### config.mk
export PLATFORM = sky130hd
export DESIGN_NAME = vga_palette_lut
export DESIGN_NICKNAME = d
export VERILOG_FILES = /design/src/rtl/vga_palette_pkg.sv /design/src/rtl/vga_palette_lut_ram.sv /design/src/rtl/vga_palette_lut.sv
export SDC_FILE = /design/constraint.sdc
export NUM_CORES = 1
export LEC_CHECK = 0
export CAP_MARGIN = 30
export CORE_ASPECT_RATIO = 0.75
export CORE_MARGIN = 2
export CORE_UTILIZATION = 33
export DETAILED_ROUTE_END_ITERATION = 7
export GPL_TIMING_DRIVEN = 0
export PLACE_DENSITY_LB_ADDON = 0.12
export SKIP_CTS_REPAIR_TIMING = 1
export SLEW_MARGIN = 0
export SYNTH_ARGS = -nofsm -noshare
export SYNTH_HDL_FRONTEND = slang
export SYNTH_HIERARCHICAL = 1
export SYNTH_SLANG_ARGS = --single-unit
### constraint.sdc
create_clock -name clk -period 3.05 [get_ports clk]
set_clock_uncertainty 0.15 [all_clocks]
set_input_delay 0.4575 -clock clk [delete_from_list [all_inputs] [get_ports clk]]
set_output_delay 0.4575 -clock clk [all_outputs]
set_load 0.1 [all_outputs]
### src/rtl/vga_palette_pkg.sv
// Shared definitions for the VGA colour look-up table.
// Holds the built-in 16-colour default palette, its width-adaptation helper and the FSM state type.
// No logic of its own; consumers import vga_palette_pkg::*.
package vga_palette_pkg;

    // Controller state: INIT walks the default palette into RAM, RUN serves pixels and writes.
    typedef enum logic [0:0] {
        INIT = 1'b0,
        RUN  = 1'b1
    } pal_state_e;

    // Built-in 8-bit colours loaded after every reset (entries 16 and up default to black).
    localparam logic [7:0] DEFAULT_PALETTE [0:15] = '{
        8'h00, 8'h03, 8'h0C, 8'h0F, 8'hC0, 8'hC3, 8'hF0, 8'hFF,
        8'h7F, 8'h02, 8'h08, 8'h0A, 8'h80, 8'h82, 8'h90, 8'h92
    };

    // Default colour for entry idx, right-justified in the low out_w bits of the result.
    // The 8-bit base is left-aligned in a 24-bit word and shifted down, so wider outputs
    // get zero LSBs and narrower outputs keep only the top out_w bits of the base.
    function automatic logic [23:0] default_color(input int unsigned idx, input int unsigned out_w);
        logic [7:0]  base;
        logic [23:0] wide;
        base = (idx < 16) ? DEFAULT_PALETTE[idx[3:0]] : 8'h00;
        wide = {base, 16'h0000};
        return wide >> (24 - out_w);
    endfunction

endpackage

### src/rtl/vga_palette_lut_ram.sv
// Palette storage: 2^AW x DW, one write port, one registered read port.
// Latency: read data valid one cycle after raddr_i; read-first on same-address collision.
// Backpressure: none; a write and a read are accepted every cycle.
module palette_ram #(
    parameter int AW = 4,
    parameter int DW = 8
) (
    input  logic          clk_i,
    input  logic          rst_ni,
    input  logic          we_i,
    input  logic [AW-1:0] waddr_i,
    input  logic [DW-1:0] wdata_i,
    input  logic [AW-1:0] raddr_i,
    output logic [DW-1:0] rdata_o
);

    logic [DW-1:0] mem [2**AW];
    logic [DW-1:0] rdata_q;

    // Array write; the non-blocking update keeps a same-cycle read on the old contents.
    always_ff @(posedge clk_i) begin
        if (we_i) begin
            mem[waddr_i] <= wdata_i;
        end
    end

    // Registered read port, cleared by reset so no stale colour sits in the pipeline.
    always_ff @(posedge clk_i) begin
        if (!rst_ni) begin
            rdata_q <= '0;
        end else begin
            rdata_q <= mem[raddr_i];
        end
    end

    assign rdata_o = rdata_q;

endmodule

### src/rtl/vga_palette_lut.sv
// Programmable VGA colour look-up table: pixel index -> packed colour; default palette loaded after reset.
// Latency: 2 cycles index-to-colour, one pixel per clock; INIT takes 2^IDX_W cycles after reset release.
// Backpressure: none; writes while wr_ready=0 are dropped. Optional blink: define PALETTE_BLINK_EN.
module vga_palette_lut
    import vga_palette_pkg::*;
#(
    parameter int IDX_W        = 4,
    parameter int OUT_W        = 8,
    parameter int BLINK_FRAMES = 30
) (
    input  logic             clk,
    input  logic             rst_n,
    input  logic             pix_valid,
    input  logic [IDX_W-1:0] pix_idx,
    input  logic             pix_blank,
    input  logic             pix_blink,
    input  logic             frame_start,
    input  logic             wr_en,
    input  logic [IDX_W-1:0] wr_addr,
    input  logic [OUT_W-1:0] wr_data,
    output logic             wr_ready,
    output logic             init_done,
    output logic             vga_valid,
    output logic [OUT_W-1:0] vga_color
);

    localparam logic [IDX_W-1:0] LAST_ADDR = '1;

    pal_state_e       state_q, state_d;
    logic [IDX_W-1:0] addr_q, addr_d;

    logic             ram_we;
    logic [IDX_W-1:0] ram_waddr;
    logic [OUT_W-1:0] ram_wdata;
    logic [OUT_W-1:0] ram_rdata;
    logic [OUT_W-1:0] ram_def;

    logic             vld1_q, blank1_q;
    logic             blink_mask;
    logic             vga_valid_q, vga_valid_d;
    logic [OUT_W-1:0] vga_color_q, vga_color_d;

    assign ram_def = OUT_W'(default_color(int'(addr_q), OUT_W));

    // Next-state and palette write mux: INIT owns the write port, RUN hands it to the control side.
    always_comb begin
        state_d   = state_q;
        addr_d    = addr_q;
        ram_we    = 1'b0;
        ram_waddr = wr_addr;
        ram_wdata = wr_data;
        case (state_q)
            INIT: begin
                ram_we    = 1'b1;
                ram_waddr = addr_q;
                ram_wdata = ram_def;
                addr_d    = addr_q + IDX_W'(1);
                if (addr_q == LAST_ADDR) begin
                    state_d = RUN;
                end
            end
            RUN: begin
                ram_we = wr_en;
            end
            default: begin
                state_d = INIT;
            end
        endcase
    end

    // FSM and init address counter; any reset cycle restarts the default load from entry 0.
    always_ff @(posedge clk) begin
        if (!rst_n) begin
            state_q <= INIT;
            addr_q  <= '0;
        end else begin
            state_q <= state_d;
            addr_q  <= addr_d;
        end
    end

    assign wr_ready  = (state_q == RUN);
    assign init_done = (state_q == RUN);

    palette_ram #(
        .AW (IDX_W),
        .DW (OUT_W)
    ) u_ram (
        .clk_i   (clk),
        .rst_ni  (rst_n),
        .we_i    (ram_we & rst_n),
        .waddr_i (ram_waddr),
        .wdata_i (ram_wdata),
        .raddr_i (pix_idx),
        .rdata_o (ram_rdata)
    );

    // Stage 1 side-band: valid and blank travel alongside the palette read.
    always_ff @(posedge clk) begin
        if (!rst_n) begin
            vld1_q   <= 1'b0;
            blank1_q <= 1'b0;
        end else begin
            vld1_q   <= pix_valid;
            blank1_q <= pix_blank;
        end
    end

`ifdef PALETTE_BLINK_EN
    localparam int FCW = (BLINK_FRAMES > 1) ? $clog2(BLINK_FRAMES) : 1;
    localparam logic [FCW-1:0] FRAME_LAST = FCW'(BLINK_FRAMES - 1);

    logic [FCW-1:0] frame_cnt_q, frame_cnt_d;
    logic           hidden_q, hidden_d;
    logic           blink1_q;

    // Blink phase: count frames and toggle visibility each time the counter wraps.
    always_comb begin
        frame_cnt_d = frame_cnt_q;
        hidden_d    = hidden_q;
        if (frame_start) begin
            if (frame_cnt_q == FRAME_LAST) begin
                frame_cnt_d = '0;
                hidden_d    = ~hidden_q;
            end else begin
                frame_cnt_d = frame_cnt_q + FCW'(1);
            end
        end
    end

    // Blink state registers, plus the per-pixel blink attribute delayed to stage 2.
    always_ff @(posedge clk) begin
        if (!rst_n) begin
            frame_cnt_q <= '0;
            hidden_q    <= 1'b0;
            blink1_q    <= 1'b0;
        end else begin
            frame_cnt_q <= frame_cnt_d;
            hidden_q    <= hidden_d;
            blink1_q    <= pix_blink;
        end
    end

    assign blink_mask = hidden_q & blink1_q;
`else
    logic unused_blink;
    assign unused_blink = pix_blink ^ frame_start ^ (BLINK_FRAMES > 0);
    assign blink_mask   = 1'b0;
`endif

    // Stage 2 mask: blanked, invalid, still-initialising or blinked-out pixels become black.
    always_comb begin
        vga_valid_d = vld1_q;
        vga_color_d = ram_rdata;
        if (blank1_q || !vld1_q || (state_q != RUN) || blink_mask) begin
            vga_color_d = '0;
        end
    end

    // Stage 2 output register feeding the DAC.
    always_ff @(posedge clk) begin
        if (!rst_n) begin
            vga_valid_q <= 1'b0;
            vga_color_q <= '0;
        end else begin
            vga_valid_q <= vga_valid_d;
            vga_color_q <= vga_color_d;
        end
    end

    assign vga_valid = vga_valid_q;
    assign vga_color = vga_color_q;

endmodule

==> out/qor.yml, run 1 <==
route:
  via_per_inst: 4.87
  m1WireLength_um: 6920
  wl_per_cell_um: 21.1
  routed_wl_um: 13600
  wl_met2_um: 5650
  first_iter_violations: 274
  antenna_left: 0
  met3_wirelength_um: 904
  vias: 3134
  drc: 0
  drt-pass1-iter-count: 4
  highest_layer: "met4"
worst_setup_path:
  crit_path_end: "u_ram/mem[3][2]"
  cp-end-kind: "flip-flop"
  cp-start-kind: "input pin"
  r2r_cells: 6
  slowest_delay_ns: 0.75
  rr_startpoint: "init_done"
  startpoint: "rst_n"
  arrival_ns: 2.86
  timing.rr.end: "u_ram/mem[3][2]"
  path_cells: "clkdlybuf4s50_1 > a21boi_0 > or3b_2 > nor2_1 > buf_4"
  path_max_fanout: 13
  crit_family: "buffers and inverters"
  critPathSlowestCell: "clkdlybuf4s50_1"
  critPathRequiredTime_ns: 3.03
  critPathKind: "input pin to flip-flop"
  critical_path_depth: 5
  worst-r2r-setup-slack_ns: 0.28
  path_buf_inv: 2
floorplanning:
  fp-row-count: 42
  io_pins: 34
  start_util_pct: 33.8
  dieWidth_um: 159
  fp.dieArea_um2: 19200
  die_h_um: 121
  core_area_um2: 17700
clock_network:
  cts_sinks: 152
  clk_latency_ns: 0.42
  cts_tree: "done"
  clock_path_buffers: 2
  cts_buffers: 17
  clock-root-buffer: "clkbuf_16"
  cts_max_level: 4
  path_clk_slew_ns: 0.06
synthesis:
  ys_types: 40
  ys_ff_latch: 152
  synth-main-ff-cell: "edfxtp_1"
  synth_area_per_cell_um2: 18.1
  mappedNetlistArea_um2: 5980
  synth_cells: 330
  synth_seq_area_share_pct: 72.3
  synthArstFlopShare_pct: 0
  synth_edf_count: 128
  syn_nets: 357
  synth_warnings: 6
placed_design:
  place_ws_ns: -0.452
  dpl.cell_count: 609
  dpl-instance-area_um2: 6670
  numPortBuffers: 29
  dp_hpwl_um: 9190
  place_congestion: 0.797
timing:
  hold_violations: 0
  fmax_mhz: 346
  worst_slack_ns: 0.164
  maxSlewViolCount: 0
  finalCritPeriodShare_pct: 94.6
  period_needed_ns: 2.89
  rsz0062_at_grt: "false"
  max_slew_margin_pct: 34.4
  setup_viol: 0
  worstMarginPinSlew_ns: 0.980
cells_and_area:
  fillers: 1612
  nNetsFinal: 415
  finalNonFillerCells: 643
  drive_gt1_share_pct: 23.4
  n_antenna_cell: 0
  final_area_um2: 7260
  area_delta_synth_final_pct: 21.3
grt:
  grt_use_total_pct: 15.2
  grt_pass1_wl_um: 20500
  grt_max_degree: 17
  antenna_found_initial: 0
  grt_pass1_vias: 3086
  grt-ovfl-total: 0
outcome:
  status: "completed"
pwr:
  power_leakage_uw: 0.00248
  power.density_nw_per_um2: 630
  ir_drop_uv: 350
run:
  cap_violations: 0
worst_hold_path:
  hold_class: "flip-flop to flip-flop"
  hold_start: "u_ram/rdata_o[7]"
per-stage QoR:
step / TNS (ns) / util [%] / hold WS, ns / power, uW
after detailed placement: -21.61 / 37.7 / 0.260 / 2660
after floorplan: 0 / - / 0.256 / 2530
after global routing: 0 / 41.0 / 0.286 / 4750
after global placement: -44.89 / 37.1 / 0.260 / 2640
final: 0 / 41.0 / 0.273 / 4570
after CTS: -0.377 / 40.8 / 0.274 / 4620
cells by family (layout without fill, tap and decap cells):
logic type | after synthesis | count (layout) | share of synthesized area (%)
AOI/OAI and AO/OA | 31 | 31 | 3.60
xor gates and xnor gates | 3 | 3 | 0.439
adders and majority gates | 4 | 4 | 0.837
buffers and inverters | 19 | 90 | 2.03
DFF | 152 | 152 | 72.3
muxes | 48 | 48 | 14.2
and+or+nand+nor | 73 | 73 | 6.61
cell usage in the layout, fill, tap and decap left out, types with 2 or more instances in the layout:
cell type	instances
a21oi_1	4
a221o_1	4
a22o_1	4
a22oi_1	3
a31oi_1	2
and2_1	16
and3_1	4
buf_2	7
buf_4	9
buf_6	6
clkbuf_1	3
clkbuf_16	18
clkdlybuf4s50_1	29
clkinv_2	2
clkinv_4	2
dfxtp_1	23
edfxtp_1	128
ha_1	4
inv_1	4
inv_4	4
inv_6	3
mux2i_1	19
mux4_1	4
mux4_2	24
nand2_1	17
nand2b_1	4
nand3b_1	2
nor2_1	8
nor2_2	6
nor2b_1	4
nor3_2	3
o21ai_1	6
o22ai_1	4
xnor2_1	3
where the power goes:
| part | total, uW | leakage, uW | internal [uW] | switching (uW) |
|---|---|---|---|---|
| sequential | 2320 | 0.00138 | 2310 | 15.1 |
| clock | 1950 | 0.000278 | 1120 | 836 |
| combinational | 294 | 0.000822 | 123 | 171 |
flip-flops by register name, summed over array words and instances, names as in the netlist:
register,cells
u_ram/mem,128
u_ram/rdata_o,8
vga_color,8
addr_q,4
blank1_q,1
init_done,1
vga_valid,1
vga_valid_d,1
area by class of cell:
| cell class | count | area [um^2] | area share [%] |
|---|---|---|---|
| inverters | 4 | 15.0 | 0.207 |
| plain buffers | 15 | 106 | 1.47 |
| well taps | 242 | 303 | 4.17 |
| flip-flops and latches | 152 | 4330 | 59.6 |
| multi-input cells | 159 | 1580 | 21.7 |
| clock buffers | 20 | 468 | 6.45 |
| clock inverters | 12 | 86.3 | 1.19 |
| repair buffers | 39 | 377 | 5.19 |
synth_stat cells (all sizes together) (2+ instances only):
cell type | count | area share (%)
edfxtp | 128 | 64
mux4 | 28 | 11
dfxtp | 24 | 8.0
mux2i | 19 | 3.2
nand2 | 17 | 1.1
and2 | 16 | 1.7
nor2 | 14 | 0.88
buf | 13 | 1.7
o21ai | 8 | 0.73
nand2b | 5 | 0.65
a21oi | 4 | 0.33
a221o | 4 | 0.67
a22o | 4 | 0.59
and3 | 4 | 0.42
ha | 4 | 0.84
inv | 4 | 0.25
nor2b | 4 | 0.42
nor3 | 4 | 0.33
o22ai | 4 | 0.42
a22oi | 3 | 0.38
xnor2 | 3 | 0.44
a31oi | 2 | 0.21
and3b | 2 | 0.31
clkbuf | 2 | 0.13
nand3b | 2 | 0.25
worst min-delay path by stage:
stage,endpoint,cells after the start
finish,vga_color[7],1
global route,vga_color[7],1
CTS,vga_color[7],1
detailed placement,vga_color[7],1
global placement,vga_color[4],1
floorplan,vga_color[0],1
metal layers:
metal  GRT usage [%]  up-vias
li1                -     1429
met1            23.2     1616
met2            20.4       76
met3            4.60       13
met4            4.60        0
met5               0        -
Note: power is estimated with default switching activity, not from simulation.
==> run 2: changes to the inputs <==
--- a/config.mk
+++ b/config.mk
@@ -12,7 +12,6 @@
 export DETAILED_ROUTE_END_ITERATION = 7
 export GPL_TIMING_DRIVEN = 0
 export PLACE_DENSITY_LB_ADDON = 0.12
-export SKIP_CTS_REPAIR_TIMING = 1
 export SLEW_MARGIN = 0
 export SYNTH_ARGS = -nofsm -noshare
 export SYNTH_HDL_FRONTEND = slang
==> out/qor.yml, run 2 (synthesized netlist as in run 1, its figures left out) <==
outcome:
  status: "completed"
cells_and_area:
  drive_gt1_share_pct: 24.2  # +0.75 points
  multiInputGateArea_um2: 1580  # +0.48%
  layout_common_cells: "edfxtp_1, clkdlybuf4s50_1, mux4_2, dfxtp_1, mux2i_1"
  layout.area.seq_um2: 4330  # unchanged
  nNetsFinal: 415  # unchanged
  final_area_um2: 7260  # about the same
  final_common_cell: "edfxtp_1"
  fillers: 1613  # +0.062%
  fin_util_pct: 41.0  # about the same
  area_delta_synth_final_pct: 21.3  # about the same
  top_register: "u_ram/mem"
  n_antenna_cell: 0  # unchanged
  largest_register_ffs: 128  # unchanged
clock_network:
  cts_hold_buf: 0
  cts_sinks: 152  # unchanged
  clock_path_buffers: 2  # unchanged
  cts_tree: "done"
  clock-root-buffer: "clkbuf_16"
  cts_buffers: 17  # unchanged
  cts_max_level: 4  # unchanged
  clk_latency_ns: 0.43  # about the same
  path_clk_slew_ns: 0.06  # about the same
grt:
  grt-ovfl-total: 0  # unchanged
  grt_max_degree: 17  # unchanged
  grt_pass1_vias: 3089  # +0.097%
  antenna_found_initial: 0  # unchanged
  grt_use_total_pct: 15.2  # +0.023 points
  grt_pass1_wl_um: 20500  # +0.17%
timing:
  max_slew_margin_pct: 34.4  # about the same
  worstMarginPinSlew_ns: 0.980  # -0.00000358 ns
  maxSlewViolCount: 0  # unchanged
  period_needed_ns: 2.89  # +0.00435 ns
  hold_violations: 0  # unchanged
  worst_slack_ns: 0.159  # -0.00435 ns
  rsz0062_at_grt: "false"
  fmax_mhz: 346  # -0.15%
  finalCritPeriodShare_pct: 94.8  # +0.14 points
  setup_viol: 0  # unchanged
worst_setup_path:
  arrival_ns: 2.87  # about the same
  critPathKind: "input pin to flip-flop"
  cp-end-kind: "flip-flop"
  critPathRequiredTime_ns: 3.03  # about the same
  r2r_cells: 6  # unchanged
  worst-r2r-setup-slack_ns: 0.28  # about the same
  path_max_fanout: 13  # unchanged
  cp-start-kind: "input pin"
floorplanning:
  start_util_pct: 33.8  # unchanged
  core_area_um2: 17700  # unchanged
  die_h_um: 121  # unchanged
  dieWidth_um: 159  # unchanged
  fp.dieArea_um2: 19200  # unchanged
  fp-row-count: 42  # unchanged
  io_pins: 34  # unchanged
pwr:
  ir_drop_uv: 349  # about the same
  power.density_nw_per_um2: 631  # about the same
  power_leakage_uw: 0.00248  # about the same
placed_design:
  dp_hpwl_um: 9190  # unchanged
  place_congestion: 0.797  # unchanged
  dpl-instance-area_um2: 6670  # unchanged
  place_ws_ns: -0.452  # unchanged
  numPortBuffers: 29  # unchanged
route:
  routed_wl_um: 13600  # +0.32%
  drt-pass1-iter-count: 4  # unchanged
  antenna_left: 0  # unchanged
  wl_per_cell_um: 21.2  # +0.32%
  via_per_inst: 4.85  # -0.57%
  drc: 0  # unchanged
  first_iter_violations: 227  # -17%
  vias: 3116  # -0.57%
run:
  cap_violations: 0  # unchanged
worst_hold_path:
  hold_class: "flip-flop to flip-flop"
  min_path_cells: 1  # unchanged
run 2: cell counts in the layout (fill, tap and decap cells not counted):
No cell type changed its count.
run 2: worst max-delay path, cell delays in order:
cell,delay [ns]
clkdlybuf4s50_1,0.74
a21boi_0,0.41
or3b_2,0.55
nor2_1,0.45
buf_4,0.26
run 2: metal layers:
metal	vias up	share of wire, %	track usage (%)
met1	1615	52	23.4
met2	59	41	20.3
met5	-	0	0
li1	1429	-	-
met4	0	0.97	4.60
met3	13	5.4	4.60
run 2: layout make-up:
cell class | instances | share of cell area (%)
clock inverters | 12 | 1.19
multi-input cells | 159 | 21.8
well taps | 242 | 4.17
clock buffers | 20 | 6.45
plain buffers | 15 | 1.47
repair buffers | 39 | 5.14
flip-flops and latches | 152 | 59.6
inverters | 4 | 0.207
run 2: per-stage QoR:
step	setup TNS (ns)	instances	hold slack, ns	power (uW)
after floorplan	0	330	0.256	2530
after global placement	-44.89	601	0.260	2640
after detailed placement	-21.61	609	0.260	2660
after CTS	-0.242	641	0.274	4620
after global routing	0	643	0.286	4750
final	0	643	0.273	4580
run 2: final timing paths:
check,start,to
max,rst_n,u_ram/mem[3][2]
min,u_ram/rdata_o[7],vga_color[7]
max reg2reg,init_done,u_ram/mem[3][2]
min reg2reg,u_ram/rdata_o[7],vga_color[7]
run 2: report_power, final:
| part | total, uW | internal [uW] | switching (uW) |
|---|---|---|---|
| registers | 2320 | 2310 | 15.1 |
| logic | 295 | 123 | 172 |
| clock network | 1960 | 1120 | 842 |
run 2: repair_timing:
action | CTS | global route
gates resized for setup | 2 | 9
buffers inserted | 0 | 0
endpoints found under the setup margin | 30 | 64
==> patch, RTL diff (config.mk and constraints of run 1) <==
Set the parameter `OUT_W` to 9 (it was 8).
--- a/src/rtl/vga_palette_lut.sv
+++ b/src/rtl/vga_palette_lut.sv
@@ -6,5 +6,5 @@
 #(
     parameter int IDX_W        = 4,
-    parameter int OUT_W        = 8,
+    parameter int OUT_W        = 9,
     parameter int BLINK_FRAMES = 30
 ) (
Interface: changed (resized vga_color and wr_data); port bits go from 34 to 36. The function was not compared with the original's and may differ.
==> patch against run 1 <==
  * Sequential power rose by 12%
  * Sequential cell count is 18 higher
  * Wire length increased by 15%
  * Highest routed layer unchanged
  * Clock power grew 5%
  * The flow now finishes with violations (negative setup slack)
  * Synthesized area grew 11%
  * Synthesized cell count up 19%
  * Global-route usage is 0.24 points higher
  * Setup slack worse by 0.18 ns
  * Total power increased by 8.0%
  * Combinational power up 5%
  * Design area up 10%
==> patch: results (changes against run 1) <==
| Metric | Value |
|---|---|
| Status | complete, but fails checks |
| Failing checks | negative setup slack |
| Critical path's slowest cell | nor2_1 |
| Worst slew pin tran | 0.970 ns (-0.0104 ns) |
| Max incr delay on CP | 0.73 ns (-0.02 ns) |
| DR vias | 3560 (+14%) |
| Final RePlAce weighted congestion | 0.807 (+1.3%) |
| Met3 Track Usage GR | 3.72% (-0.88 points) |
| Largest cells by area after synthesis | edfxtp_1, dfxtp_1, mux4_2, mux2i_1, nand2_1 |
| CP delay by family, top | simple AND/OR/NAND/NOR gates |
| Met2 usage | 22.8% (+2.4 points) |
| Critical Path AT | 2.96 ns (+0.10 ns) |
| Met1 Use GR | 22.5% (-0.71 points) |
| R2R cell count | 4 (-2) |
| Routed length on met2 | 7120 µm (+26%) |
| Crit path setup slack, layout | -0.0150 ns (-0.179 ns) |
| WL met3 | 667 µm (-26%) |
| Hold Crit Start | u_ram/rdata_o[8] |
| Hold Worst Slack | 0.277 ns (+0.00421 ns) |
| Peak VDD IR | 0.278 mV (-20%) |
| Final setup fails | 9 (+9) |
| Logic pwr share | 6.2% (-0.2 points) |
| First-pass GRT wire length | 22900 µm (+12%) |
| I/O Buffers | 31 (+6.9%) |
| Setup_tns | -0.113 ns (-0.113 ns) |
| Post-synth EDFFs | 144 (+13%) |
| Clock Power Share | 41.3% (-1.5 points) |
| Share of layout cells above drive strength 1 | 20.6% (-2.8 points) |
| Aggregate global-route resource usage | 15.4% (+0.24 points) |
| Max reg flops | 144 (+13%) |
| DP Area | 0.00742 mm² (+11%) |
## patch: stage by stage
stage	utilization (%)	total power, mW	cells	setup slack [ns]
after floorplan	-	2.81	393	0.181
after global placement	36.4	2.94	682	-0.935
after detailed placement	37.0	2.95	691	-0.575
after CTS	39.8	4.99	723	-0.119
after global routing	39.9	5.12	724	-0.192
final	39.9	4.94	724	-0.0150
## patch: kinds of logic after synthesis
group	count (synthesis)	synth area share [%]
multiplexers	56	12.0
AO/OA/AOI/OAI	52	5.36
XOR/XNOR	3	0.394
adder cells (fa/ha/maj)	4	0.750
buffers and inverters	24	2.42
AND/OR/NAND/NOR	84	6.45
flip-flops	170	72.6
## patch: area by class of cell
type | instances | area (µm²)
timing repair buffer | 41 | 398
inverter | 5 | 18.8
clock inverter | 13 | 121
sequential | 170 | 4850
buffer | 19 | 143
tap | 258 | 323
fill | 1845 | 12000
clock buffer | 19 | 443
multi-input combinational | 199 | 1700
